## src/rtl/md5_padder.sv

```systemverilog
// MD5 message padder: byte stream in, 512-bit padded blocks out over valid/ready.
// Optional MD5_PADDER_STATS_EN adds a completed-message counter output msg_count.
module md5_padder #(
  parameter int LEN_W = 61
) (
  input  logic         clk,
  input  logic         reset,
  input  logic [7:0]   in_data,
  input  logic         in_valid,
  input  logic         in_last,
  output logic         in_ready,
  output logic [511:0] blk_data,
  output logic         blk_valid,
  output logic         blk_last,
  input  logic         blk_ready
`ifdef MD5_PADDER_STATS_EN
  ,
  output logic [15:0]  msg_count
`endif
);

  typedef enum logic [1:0] {FILL, EMIT, PAD} state_t;

  state_t             state_q, state_d;
  logic [511:0]       blk_q, blk_d;
  logic [5:0]         idx_q, idx_d;
  logic [LEN_W-1:0]   cnt_q, cnt_d, cnt_inc;
  logic               pend80_q, pend80_d;
  logic               owe_q, owe_d;
  logic               in_ready_q, in_ready_d;
  logic               vld_q, vld_d;
  logic               last_q, last_d;
  logic [63:0]        len_inc, len_cur;
  logic [6:0]         p;
  logic               accept, xfer;

  assign accept = in_ready_q && in_valid;
  assign xfer   = vld_q && blk_ready;
  assign p      = {1'b0, idx_q} + 7'd1;

  // Bit lengths: len_inc includes the byte being accepted, len_cur is for PAD.
  always_comb begin
    cnt_inc = cnt_q + LEN_W'(1);
    len_inc = '0;
    len_inc[LEN_W+2:0] = {cnt_inc, 3'b000};
    len_cur = '0;
    len_cur[LEN_W+2:0] = {cnt_q, 3'b000};
  end

  always_comb begin
    state_d    = state_q;
    blk_d      = blk_q;
    idx_d      = idx_q;
    cnt_d      = cnt_q;
    pend80_d   = pend80_q;
    owe_d      = owe_q;
    in_ready_d = in_ready_q;
    vld_d      = vld_q;
    last_d     = last_q;
    case (state_q)
      FILL: begin
        in_ready_d = 1'b1;
        if (accept) begin
          blk_d[{idx_q, 3'b000} +: 8] = in_data;
          cnt_d = cnt_inc;
          if (!in_last && idx_q != 6'd63) begin
            idx_d = idx_q + 6'd1;
          end else begin
            state_d    = EMIT;
            vld_d      = 1'b1;
            in_ready_d = 1'b0;
            last_d     = 1'b0;
            owe_d      = 1'b0;
            if (in_last) begin
              if (p <= 7'd55) begin
                blk_d[{p[5:0], 3'b000} +: 8] = 8'h80;
                blk_d[511:448] = len_inc;
                last_d = 1'b1;
                cnt_d  = '0;
              end else if (p != 7'd64) begin
                blk_d[{p[5:0], 3'b000} +: 8] = 8'h80;
                owe_d = 1'b1;
              end else begin
                // Buffer is full: the marker moves to byte 0 of the pad block.
                pend80_d = 1'b1;
                owe_d    = 1'b1;
              end
            end
          end
        end
      end
      EMIT: begin
        if (xfer) begin
          blk_d  = '0;
          idx_d  = '0;
          vld_d  = 1'b0;
          last_d = 1'b0;
          if (owe_q) begin
            state_d = PAD;
          end else begin
            state_d    = FILL;
            in_ready_d = 1'b1;
          end
        end
      end
      PAD: begin
        blk_d = '0;
        if (pend80_q) blk_d[7:0] = 8'h80;
        blk_d[511:448] = len_cur;
        cnt_d    = '0;
        pend80_d = 1'b0;
        owe_d    = 1'b0;
        last_d   = 1'b1;
        vld_d    = 1'b1;
        state_d  = EMIT;
      end
      default: state_d = FILL;
    endcase
  end

  always_ff @(posedge clk or posedge reset) begin
    if (reset) begin
      state_q    <= FILL;
      blk_q      <= '0;
      idx_q      <= '0;
      cnt_q      <= '0;
      pend80_q   <= 1'b0;
      owe_q      <= 1'b0;
      in_ready_q <= 1'b0;
      vld_q      <= 1'b0;
      last_q     <= 1'b0;
    end else begin
      state_q    <= state_d;
      blk_q      <= blk_d;
      idx_q      <= idx_d;
      cnt_q      <= cnt_d;
      pend80_q   <= pend80_d;
      owe_q      <= owe_d;
      in_ready_q <= in_ready_d;
      vld_q      <= vld_d;
      last_q     <= last_d;
    end
  end

  assign in_ready  = in_ready_q;
  assign blk_data  = blk_q;
  assign blk_valid = vld_q;
  assign blk_last  = last_q;

`ifdef MD5_PADDER_STATS_EN
  logic [15:0] msg_count_q;

  always_ff @(posedge clk or posedge reset) begin
    if (reset)               msg_count_q <= '0;
    else if (xfer && last_q) msg_count_q <= msg_count_q + 16'd1;
  end

  assign msg_count = msg_count_q;
`endif

endmodule

```

## config.mk

```make
export PLATFORM = sky130hd
export DESIGN_NAME = md5_padder
export DESIGN_NICKNAME = d
export VERILOG_FILES = /design/src/rtl/md5_padder.sv
export SDC_FILE = /design/constraint.sdc
export NUM_CORES = 2
export LEC_CHECK = 0
export BUFFER_PORTS_ARGS = -buffer_cell sky130_fd_sc_hd__clkbuf_2
export CORE_MARGIN = 2
export CORE_UTILIZATION = 50
export DETAILED_ROUTE_END_ITERATION = 10
export GPL_TIMING_DRIVEN = 0
export PLACE_DENSITY = 0.74
export SYNTH_ARGS = -nofsm -noshare
export SYNTH_HDL_FRONTEND = slang
export SYNTH_SLANG_ARGS = --single-unit
```

## constraint.sdc

```tcl
create_clock -name clk -period 35.3 [get_ports clk]
set_input_delay 5.295 -clock clk [delete_from_list [all_inputs] [get_ports clk]]
set_output_delay 5.295 -clock clk [all_outputs]
set_load 0.01 [all_outputs]
```

Yosys cells after proc, flatten, opt, wreduce, memory -nomap -nowiden
Index checks and enable logic that the tools add are counted.

operators by class
  add/sub/neg operators = 5
  order comparisons = 1
  eq/ne operators = 12
  shift operators = 4
  muxes and demuxes = 49
  reductions and logical operators = 16

operators with widths
  cell                       count
  $mux 512                   6
  $pmux 512 s3               1
  $bwmux 512                 2
  $shift 8x11->512 const A   2
  $shiftx 8x11->512          1
  $shiftx 8x11->512 const A  1
  $mux 61                    4
  $pmux 61 s2                1
  $add 61x1->61 const B      1
  $neg 9->11                 2
  $mux 1                     20
  $mux 6                     3
  $ne 2x2->1 const B         8
  $pmux 6 s2                 1
  $reduce_and 3->1           4
  $mux 2                     4
  $mux 8                     1
  $reduce_and 4->1           2
  $add 6x1->7 const B        1
  $le 7x6->1 const B         1
  $ne 7x7->1 const B         1
  $add 6x1->6 const B        1
  $ne 6x6->1 const B         1
  $pmux 1 s2                 3
  11 further kinds           15

storage, ports and cells
  bits in registers = 586
  bits of input ports = 13
  output and inout port bits = 515
  word-level logic and storage cells = 96

Depth between registers and ports, before layout
  depth after elaboration = 10
  gate-level depth with buffers = 15
  depth with buffers taken out = 9

Least setup slack after synthesis
OpenSTA, ideal clock, no wires.

  path kind = input port to flip-flop
  from = in blk_ready
  to = reg blk_q[216] (netlist: blk_data[216])
  setup time = 0.079 ns
  data arrival time = 7.102 ns
  data required time = 35.221 ns
  path slack = 28.119 ns
  cell stages on the path = 8
  buffers on the path = 2
  cells stage by stage = a21boi_0 > a211oi_1 > nand2_1 > clkbuf_1 > clkbuf_1 > nor2_1 > nand3_1 > o2bb2ai_1

on the way
  longest elaborated chain between the ends = 3

RTL lines
  element                            line  RTL
  start, declared                    15    input logic blk_ready
  $logic_and 1x1->1                  38    assign xfer = vld_q && blk_ready;
  $ne 2x2->1 (no source line)        -
  $reduce_and 3->1 (no source line)  -
  end signal, assigned               134   blk_q <= blk_d;
  end, declared                      25    logic [511:0] blk_q, blk_d;

No other way between the ends.
A chain may end at the register's enable or synchronous reset.

Final worst setup path
  from = in blk_ready
  to = reg blk_q[390] (netlist: blk_data[390])

Same word-level chain as after synthesis.

==> impl_metrics.ini <==
[cells_and_area]
drive_gt1_share_pct = 22.0
nets = 3526
syn_to_final_growth_pct = 20.2
fin_area_um2 = 34800

[clocking]
htreeDepth = 2
cts.sinks = 586
cts_resized = 0
holdBufCountCts = 0
path_clk_slew_ns = 0.06
cts_buffer_depth = 3
tritoncts.num_buffers = 60
post_cts_buffers = 0
clockRootBuffer = clkbuf_16
clk-insertion-delay-late_ns = 0.67
cts_tree = yes

[worst_setup_path]
cp_data_required_time_ns = 35.83
setup.worst_path.class = in -> reg
setup.worst_path.end_class = flop
start_kind = input pin
path_max_fanout = 10
worstPathArrival_ns = 9.15

[die]
fp.dieArea_um2 = 59900
die_x_um = 245
die_h_um = 245
start_util_pct = 50.4
fp.coreArea_um2 = 57500
ios = 528
fp-row-count = 88

[power]
ir_worst_vdd_v = 0.0000492
p_leak_uw = 0.0158
p_total_uw = 2570
p_per_area_nw_per_um2 = 73.9

[synth]
yosysSeqAreaShare_pct = 50.6
syn_nets = 2933
ys_seq_elements = 586
synth_cells = 2908
synthArstFlopShare_pct = 100
synth.avg_cell_area_um2 = 9.96
syn-cell-area_um2 = 29000
synth_edf_count = 0
ys_warn_count = 0
ys_types = 106
ys.flop_type = dfrtp_1

[timing]
fin_setup_tns_ns = 0
setup_viol = 0
period_minus_slack_ns = 8.62
rsz0062_at_grt = no
hold_violations = 0
fmax_ghz = 0.116
tightest_slew_ns = 1.49
finalClockSkew_ns = 0.0313
relSlewSlack_pct = 0.162
maxSlewViolCount = 0
finalCritPeriodShare_pct = 24.4

[grt]
antenna_found_initial = 9
grt.total_usage_pct = 46.1
grt_pass1_wl_um = 201000
grt_busiest_layer = met2
grt_max_degree = 128
grt_util_met3_pct = 14.6
grt_pass1_vias = 28300
grtUsageMet1_pct = 59.8
overflow = 0
grt.met2_usage_pct = 65.7

[status]
run_status = finished, violations left
violations = capacitance limit

[worst_hold_path]
holdCritPathClass = reg -> reg

[route]
post_drt_wl_per_cell_um = 32.6
first_iter_violations = 4537
drc = 0
vias = 29900
drt-pass1-iter-count = 6
vias_per_cell = 6.93
wl_um = 141000
ant_nets = 0

[placement]
place.port_buffers = 524
place.gp.congestion = 1.11
place_area_um2 = 32700
dp_hpwl_um = 104000

[flow_run]
drv_cap = 2
layout make-up:
cell class,count,area [um^2]
Fill cell,5000,22600
Timing Repair Buffer,531,2760
Clock buffer,86,1790
Sequential cell,586,14700
Clock inverter,24,307
Buffer,210,891
Antenna cell,5,12.5
Tap cell,765,957
Multi-Input combinational cell,2066,13300
Inverter,46,180
state kept, by name, indices dropped and copies added (netlist names):
signal	flops
idx_q	6
pend80_q	1
blk_last	1
cnt_q	61
in_ready	1
blk_data	512
state_q	2
blk_valid	1
owe_q	1
routing by layer:
| layer | part of all wire, % | up-vias | wire length [um] |
|---|---|---|---|
| li1 | - | 12200 | - |
| met1 | 37 | 14600 | 52300 |
| met2 | 42 | 2428 | 59100 |
| met3 | 13 | 605 | 17600 |
| met4 | 8.1 | 12 | 11400 |
| met5 | 0.14 | - | 200 |
critical path, stage by stage:
cell and delay, ns:
clkbuf_2 0.08, a21boi_0 0.18, a211oi_1 0.57, clkbuf_1 0.50, clkbuf_1 0.90, clkbuf_1 0.94
o31ai_1 0.43, o2bb2ai_1 0.24
worst paths after layout:
path,end,startpoint,slack (ns),depth (start not counted)
max,blk_data[390],blk_ready,26.68,8
min,blk_data[344],blk_data[344],0.48,2
max reg2reg,blk_data[292],idx_q[0],30.03,13
min reg2reg,blk_data[344],blk_data[344],0.48,2
max in group asynchronous,blk_data[204],reset,28.72,4
min in group asynchronous,blk_data[347],reset,4.80,2
cell usage in the layout (no fill, tap or decap), types with 44 or more instances in the layout:
cell type and count:
o2bb2ai_1 99, nor2_1 197, a21oi_1 129, nor3_1 77
o21ai_0 230, clkbuf_2 525, clkbuf_1 156, dfrtp_1 586
clkbuf_16 61, nand3_1 88, a22o_1 202, inv_1 44
o31ai_1 54, nand2_1 292
cells by family after synthesis:
| kind of cell | count (synthesis) | share of synthesized area, % |
|---|---|---|
| adders and majority gates | 12 | 0.518 |
| muxes | 18 | 0.643 |
| and+or+nand+nor | 911 | 15.6 |
| buffers and inverters | 256 | 3.67 |
| xor gates and xnor gates | 23 | 0.721 |
| AOI/OAI and AO/OA | 1102 | 28.3 |
| DFF | 586 | 50.6 |
Yosys cell counts (all sizes together) (43+ instances only):
library cell / number / area share, %
buf: 61 / 1.1
nor2: 200 / 2.6
clkbuf: 149 / 1.9
a21oi: 131 / 2.3
nand3: 88 / 1.5
nand2: 292 / 3.8
nor3: 92 / 1.9
o2bb2ai: 99 / 3.0
dfrtp: 586 / 51
inv: 46 / 0.60
nand4: 44 / 0.97
and3: 43 / 0.93
o31ai: 75 / 2.3
a22o: 202 / 6.1
o21ai: 277 / 4.9
power breakdown:
group | leakage, uW | total, uW | internal [uW] | switching (uW)
Clock | 0.00103 | 683 | 390 | 293
Combinational | 0.00666 | 1110 | 240 | 875
Sequential | 0.00810 | 777 | 727 | 49.2
Total | 0.0158 | 2570 | 1360 | 1220
per-stage QoR:
stage          setup WS [ns]  utilization [%]  cells  hold WS (ns)
4_1_cts                27.04             60.5   4311         0.487
2_1_floorplan          13.61                -   2908         0.471
5_1_grt                26.65             60.6   4315         0.499
6_report               26.68             60.6   4319         0.483
3_5_place_dp           26.38             56.9   4201         0.473
3_3_place_gp            7.27             56.6   4197         0.463
Note: power is estimated with default switching activity, not from simulation.
